### config.mk
export PLATFORM = sky130hd
export DESIGN_NAME = execute_operand_stage
export DESIGN_NICKNAME = d
export VERILOG_FILES = /design/src/rtl/execute_operand_stage_pkg.sv /design/src/rtl/execute_operand_stage_forward_select.sv /design/src/rtl/execute_operand_stage.sv
export SDC_FILE = /design/constraint.sdc
export NUM_CORES = 1
export LEC_CHECK = 0
export CAP_MARGIN = 20
export CORE_AREA = 2 2 117 204
export CTS_CLUSTER_SIZE = 40
export DETAILED_ROUTE_END_ITERATION = 8
export DIE_AREA = 0 0 119 206
export DONT_BUFFER_PORTS = 1
export PLACE_DENSITY = 0.51
export SLEW_MARGIN = 5
export SYNTH_ARGS = -nofsm -noshare
export SYNTH_HDL_FRONTEND = slang
export SYNTH_SLANG_ARGS = --single-unit
### constraint.sdc
create_clock -name clk -period 8.4 [get_ports clk]
set_input_delay 1.26 -clock clk [delete_from_list [all_inputs] [get_ports clk]]
set_output_delay 1.26 -clock clk [all_outputs]
set_load 0.05 [all_outputs]
### src/rtl/execute_operand_stage_pkg.sv
// Shared CPU definitions: datapath defaults, ALU opcodes and stage control bundle.
package execute_operand_stage_pkg;

  localparam int unsigned CpuWidth  = 32;
  localparam int unsigned CpuRaddrW = 5;

  typedef enum logic [2:0] {
    AluAdd  = 3'b000,
    AluSub  = 3'b001,
    AluAnd  = 3'b010,
    AluOr   = 3'b011,
    AluXor  = 3'b100,
    AluSlt  = 3'b101,
    AluSltu = 3'b110
  } alu_op_e;

  // Control bits that must be squashed on flush or when the slot carries no instruction.
  typedef struct packed {
    logic valid;
    logic regWrite;
    logic memRead;
    logic memWrite;
  } stage_ctrl_t;

endpackage

### src/rtl/execute_operand_stage_forward_select.sv
// Bypass selector for one source operand: EX/MEM beats MEM/WB, x0 is never bypassed.
module forward_select #(
  parameter int unsigned WIDTH   = 32,
  parameter int unsigned RADDR_W = 5
) (
  input  logic [RADDR_W-1:0] srcAddr,
  input  logic [WIDTH-1:0]   regData,
  input  logic               exMemRegWrite,
  input  logic [RADDR_W-1:0] exMemRd,
  input  logic [WIDTH-1:0]   exMemResult,
  input  logic               memWbRegWrite,
  input  logic [RADDR_W-1:0] memWbRd,
  input  logic [WIDTH-1:0]   memWbResult,
  output logic [WIDTH-1:0]   fwdData
);

  logic exMemHit;
  logic memWbHit;

  // Pick the youngest in-flight producer of srcAddr, else the registered file value.
  always_comb begin
    exMemHit = exMemRegWrite && (exMemRd != '0) && (exMemRd == srcAddr);
    memWbHit = memWbRegWrite && (memWbRd != '0) && (memWbRd == srcAddr);
    fwdData  = regData;
    if (exMemHit) begin
      fwdData = exMemResult;
    end else if (memWbHit) begin
      fwdData = memWbResult;
    end
  end

endmodule

### src/rtl/execute_operand_stage.sv
// Decode->execute pipeline register with operand forwarding and load-use detection.
module execute_operand_stage
  import execute_operand_stage_pkg::*;
#(
  parameter int unsigned WIDTH   = CpuWidth,
  parameter int unsigned RADDR_W = CpuRaddrW
) (
  input  logic               clk,
  input  logic               rst,
  input  logic               stall,
  input  logic               flush,
  input  logic               inValid,
  input  logic [WIDTH-1:0]   rs1Data,
  input  logic [WIDTH-1:0]   rs2Data,
  input  logic [WIDTH-1:0]   immediate,
  input  logic [RADDR_W-1:0] rs1Addr,
  input  logic [RADDR_W-1:0] rs2Addr,
  input  logic [RADDR_W-1:0] rdAddr,
  input  logic [2:0]         aluControlIn,
  input  logic               aluSrcImm,
  input  logic               regWriteIn,
  input  logic               memReadIn,
  input  logic               memWriteIn,
  input  logic               exMemRegWrite,
  input  logic [RADDR_W-1:0] exMemRd,
  input  logic [WIDTH-1:0]   exMemResult,
  input  logic               memWbRegWrite,
  input  logic [RADDR_W-1:0] memWbRd,
  input  logic [WIDTH-1:0]   memWbResult,
  output logic [WIDTH-1:0]   operandA,
  output logic [WIDTH-1:0]   operandB,
  output logic [2:0]         controlSignal,
  output logic [WIDTH-1:0]   storeData,
  output logic [RADDR_W-1:0] rdAddrOut,
  output logic               regWriteOut,
  output logic               memReadOut,
  output logic               memWriteOut,
  output logic               outValid,
  output logic               loadUseHazard
);

  stage_ctrl_t        ctrl_q;
  alu_op_e            aluOp_q;
  logic               aluSrcImm_q;
  logic [WIDTH-1:0]   rs1Data_q;
  logic [WIDTH-1:0]   rs2Data_q;
  logic [WIDTH-1:0]   imm_q;
  logic [RADDR_W-1:0] rs1Addr_q;
  logic [RADDR_W-1:0] rs2Addr_q;
  logic [RADDR_W-1:0] rd_q;

  logic [WIDTH-1:0]   rs1Fwd;
  logic [WIDTH-1:0]   rs2Fwd;

  // Stage register: flush squashes controls only, stall holds everything, else capture.
  always_ff @(posedge clk or posedge rst) begin
    if (rst) begin
      ctrl_q      <= '0;
      aluOp_q     <= AluAdd;
      aluSrcImm_q <= 1'b0;
      rs1Data_q   <= '0;
      rs2Data_q   <= '0;
      imm_q       <= '0;
      rs1Addr_q   <= '0;
      rs2Addr_q   <= '0;
      rd_q        <= '0;
    end else if (flush) begin
      ctrl_q <= '0;
    end else if (!stall) begin
      ctrl_q.valid    <= inValid;
      ctrl_q.regWrite <= inValid & regWriteIn;
      ctrl_q.memRead  <= inValid & memReadIn;
      ctrl_q.memWrite <= inValid & memWriteIn;
      aluOp_q         <= alu_op_e'(aluControlIn);
      aluSrcImm_q     <= aluSrcImm;
      rs1Data_q       <= rs1Data;
      rs2Data_q       <= rs2Data;
      imm_q           <= immediate;
      rs1Addr_q       <= rs1Addr;
      rs2Addr_q       <= rs2Addr;
      rd_q            <= rdAddr;
    end
  end

  forward_select #(
    .WIDTH   (WIDTH),
    .RADDR_W (RADDR_W)
  ) u_fwd_rs1 (
    .srcAddr       (rs1Addr_q),
    .regData       (rs1Data_q),
    .exMemRegWrite (exMemRegWrite),
    .exMemRd       (exMemRd),
    .exMemResult   (exMemResult),
    .memWbRegWrite (memWbRegWrite),
    .memWbRd       (memWbRd),
    .memWbResult   (memWbResult),
    .fwdData       (rs1Fwd)
  );

  forward_select #(
    .WIDTH   (WIDTH),
    .RADDR_W (RADDR_W)
  ) u_fwd_rs2 (
    .srcAddr       (rs2Addr_q),
    .regData       (rs2Data_q),
    .exMemRegWrite (exMemRegWrite),
    .exMemRd       (exMemRd),
    .exMemResult   (exMemResult),
    .memWbRegWrite (memWbRegWrite),
    .memWbRd       (memWbRd),
    .memWbResult   (memWbResult),
    .fwdData       (rs2Fwd)
  );

  // Operand muxing and load-use detection against the instruction arriving from decode.
  always_comb begin
    operandA      = rs1Fwd;
    operandB      = aluSrcImm_q ? imm_q : rs2Fwd;
    storeData     = rs2Fwd;
    controlSignal = aluOp_q;
    rdAddrOut     = rd_q;
    regWriteOut   = ctrl_q.regWrite;
    memReadOut    = ctrl_q.memRead;
    memWriteOut   = ctrl_q.memWrite;
    outValid      = ctrl_q.valid;
    loadUseHazard = ctrl_q.valid && ctrl_q.memRead && (rd_q != '0) && inValid &&
                    ((rd_q == rs1Addr) || (rd_q == rs2Addr));
  end

endmodule

==> flow_summary.ini <==
[placed_design]
dp_slack_ns = 2.90
io_buffers = 0
gp_congestion = 0.840
dp_hpwl_mm = 16.4

[global_routing]
grt_max_degree = 71
met1_usage = 0.186
grt_pass1_wl_mm = 32.2
gr-total-overflow = 0
gr-max-usage-layer = met2
grtUsageTotal = 0.177
grt_pass1_vias = 5254
gr-usage-met3 = 0.0499
antenna_found_initial = 1
grtUsageMet2 = 0.325

[critical_path]
r2r-start = aluSrcImm_q
endpoint_kind = output pin
cp-startpoint = memWbRd[1]
cp_slowest_cell = nand3_1
path_max_fanout = 15
critPathLaunchType = input port
cp_top_family = simple AND/OR/NAND/NOR gates
crit_required_ns = 7.14
critical_path.max_stage_delay_ns = 0.95
path_cells = xor2_1 -> nor3_2 -> nand3_1 -> a221oi_1 -> nor2_1
cp.arrival_ns = 4.23
path_class = input port to output pin
cp_num_buf_inv = 0

[cells_and_area]
fillerInstances = 2346
seq_area_mm2 = 0.00298
fin_nets = 857
multiInputGateArea_mm2 = 0.00355
area_growth_pct = 15.3
drive_gt1_frac = 0.282

[sta]
final-hold-violation-count = 0
setup_ws_ns = 2.91
rsz0062_at_grt = no
worst_pin_slew_ns = 1.13
fmax_ghz = 0.182
fin_skew_ns = 0
setup_tns_ns = 0
drv_slew = 0
fin_crit_ns = 5.49
setup_viol = 0
relSlewSlack = 0.247
fin_crit_sh = 0.654

[synth]
yosys.area.top_type_share = 0.441
synth_compound_area_frac = 0.124
ys_top_cells_by_area = dfrtp_1, mux2_2, mux2i_1
ys_warn_count = 0
yosys.area_share.simple = 0.111
ys_types = 28
synth-adder-area-share = 0
yosysSeqAreaShare = 0.441
syn_inst = 660
synth_top_family_by_area = multiplexers
synth_seq_cells = 119
synth_xor_area_frac = 0.0390
syn-cell-area_mm2 = 0.00675
postSynthAreaPerCell_um2 = 10.2
synthMuxAreaShare = 0.237
syn_nets = 859
synth_top_area_cell = dfrtp_1

[die]
chipWidth_um = 119
rows = 74
pin_count = 308
fp.dieH_um = 206
die-area_mm2 = 0.0245
initial_core_util = 0.293
core_mm2 = 0.0231

[clock_tree]
cts_resized = 0
cts_tree = done
post_cts_buffers = 0
holdBufCountCts = 0
cts_root_buffer = clkbuf_16
cts_htree_levels = 4
numCtsBuffers = 17
clk_latency_ns = 0.41
clk_pin_slew_ns = 0.05
clock_sinks = 119
clock_path_buffers = 2

[power]
p_per_area_mw_per_mm2 = 278
p_clk_frac = 0.332
p_comb_frac = 0.326
p_int_mw = 1.27
share_seq_of_total_power = 0.342
p_switching_uw = 891
peakVddDrop_mv = 0.160
switching_share = 0.412
p_leak_nw = 3.01

[drt]
viasPerCell = 5.29
num_vias = 5166
drt-pass1-iter-count = 6
wl_per_cell_um = 22.7
drt_iter0_drc = 285
antenna_left = 0
drc = 0
wirelength_mm = 22.2

[worst_hold_path]
hold_start = rs1Data_q[13]
holdCritPathClass = flop to flop

[job]
drv_cap = 0

[status]
status = complete, no violations
[synthesized netlist by cell type, drive strengths merged]
library cell and n:
mux2 96, o2111ai 1, o31ai 13, o21ai 51, and3 15, dfrtp 119, a221oi 32, buf 17
a21oi 23, nand2 67, nor3 25, mux2i 52, xor2 22, nand3 4, nor2 56, and4 2
clkbuf 32, xnor2 8, inv 20, o21a 2, or4 3
[routing by layer]
metal	vias to the layer above	wire [µm]
met5	-	0
met4	0	617
met3	41	1480
met2	255	12100
met1	2518	8020
li1	2352	-
[metrics by stage]
step           instances  hold WS, ns  area, µm²  utilization  power [mW]
5_1_grt              976        0.517       7780        0.337        2.26
4_1_cts              975        0.507       7770        0.337        2.19
6_report             976        0.502       7780        0.337        2.16
2_1_floorplan        660        0.480       6750            -        1.32
3_5_place_dp         943        0.494       7190        0.312        1.46
3_3_place_gp         943        0.489       7190        0.312        1.45
[sequential cells by signal, summed over array words and instances, names as in the netlist, 3 cells and up]
signal and cells:
imm_q 32, rs1Data_q 32, rs2Data_q 32, rdAddrOut 5
rs1Addr_q 5, rs2Addr_q 5, controlSignal 3
[logic make-up after synthesis]
family                 count (synthesis)
flip-flops                           119
AO/OA/AOI/OAI                        122
buffers and inverters                 69
AND/OR/NAND/NOR                      172
multiplexers                         148
XOR/XNOR                              30
[worst paths after layout]
check	end	slack, ns	depth (start not counted)
max reg2reg	aluSrcImm_q	7.20	1
max	storeData[31]	2.91	5
min	rs1Data_q[13]	0.50	1
min reg2reg	rs1Data_q[13]	0.50	1
max in group asynchronous	aluSrcImm_q	6.19	2
min in group asynchronous	regWriteOut	0.83	1
[layout make-up]
| class | instances | area share |
|---|---|---|
| antenna | 1 | 0.000322 |
| clock buffer | 17 | 0.0547 |
| clock inverter | 15 | 0.0199 |
| inverter | 20 | 0.00997 |
| multi-input combinational | 472 | 0.456 |
| sequential | 119 | 0.383 |
| tap | 304 | 0.0489 |
| timing repair buffer | 28 | 0.0270 |
[cell usage in the layout (no fill, tap or decap), drive strengths merged, types with 22 or more instances in the layout]
cell type  netlist  routed
nand2           67      67
buf             17      28
a21oi           23      23
a221oi          32      32
nor2            56      56
inv             20      22
xor2            22      22
nor3            25      25
mux2            96      96
o21ai           51      51
mux2i           52      52
dfrtp          119     119
[power by group through the flow]
stage	logic [mW]	clock network, mW	registers [mW]
final	0.706	0.718	0.740
after detailed placement	0.709	0	0.751
after floorplan	0.598	0	0.723
after global placement	0.704	0	0.750
after global routing	0.741	0.769	0.752
after CTS	0.709	0.741	0.741
No activity file was read; power rests on OpenSTA's default activity.
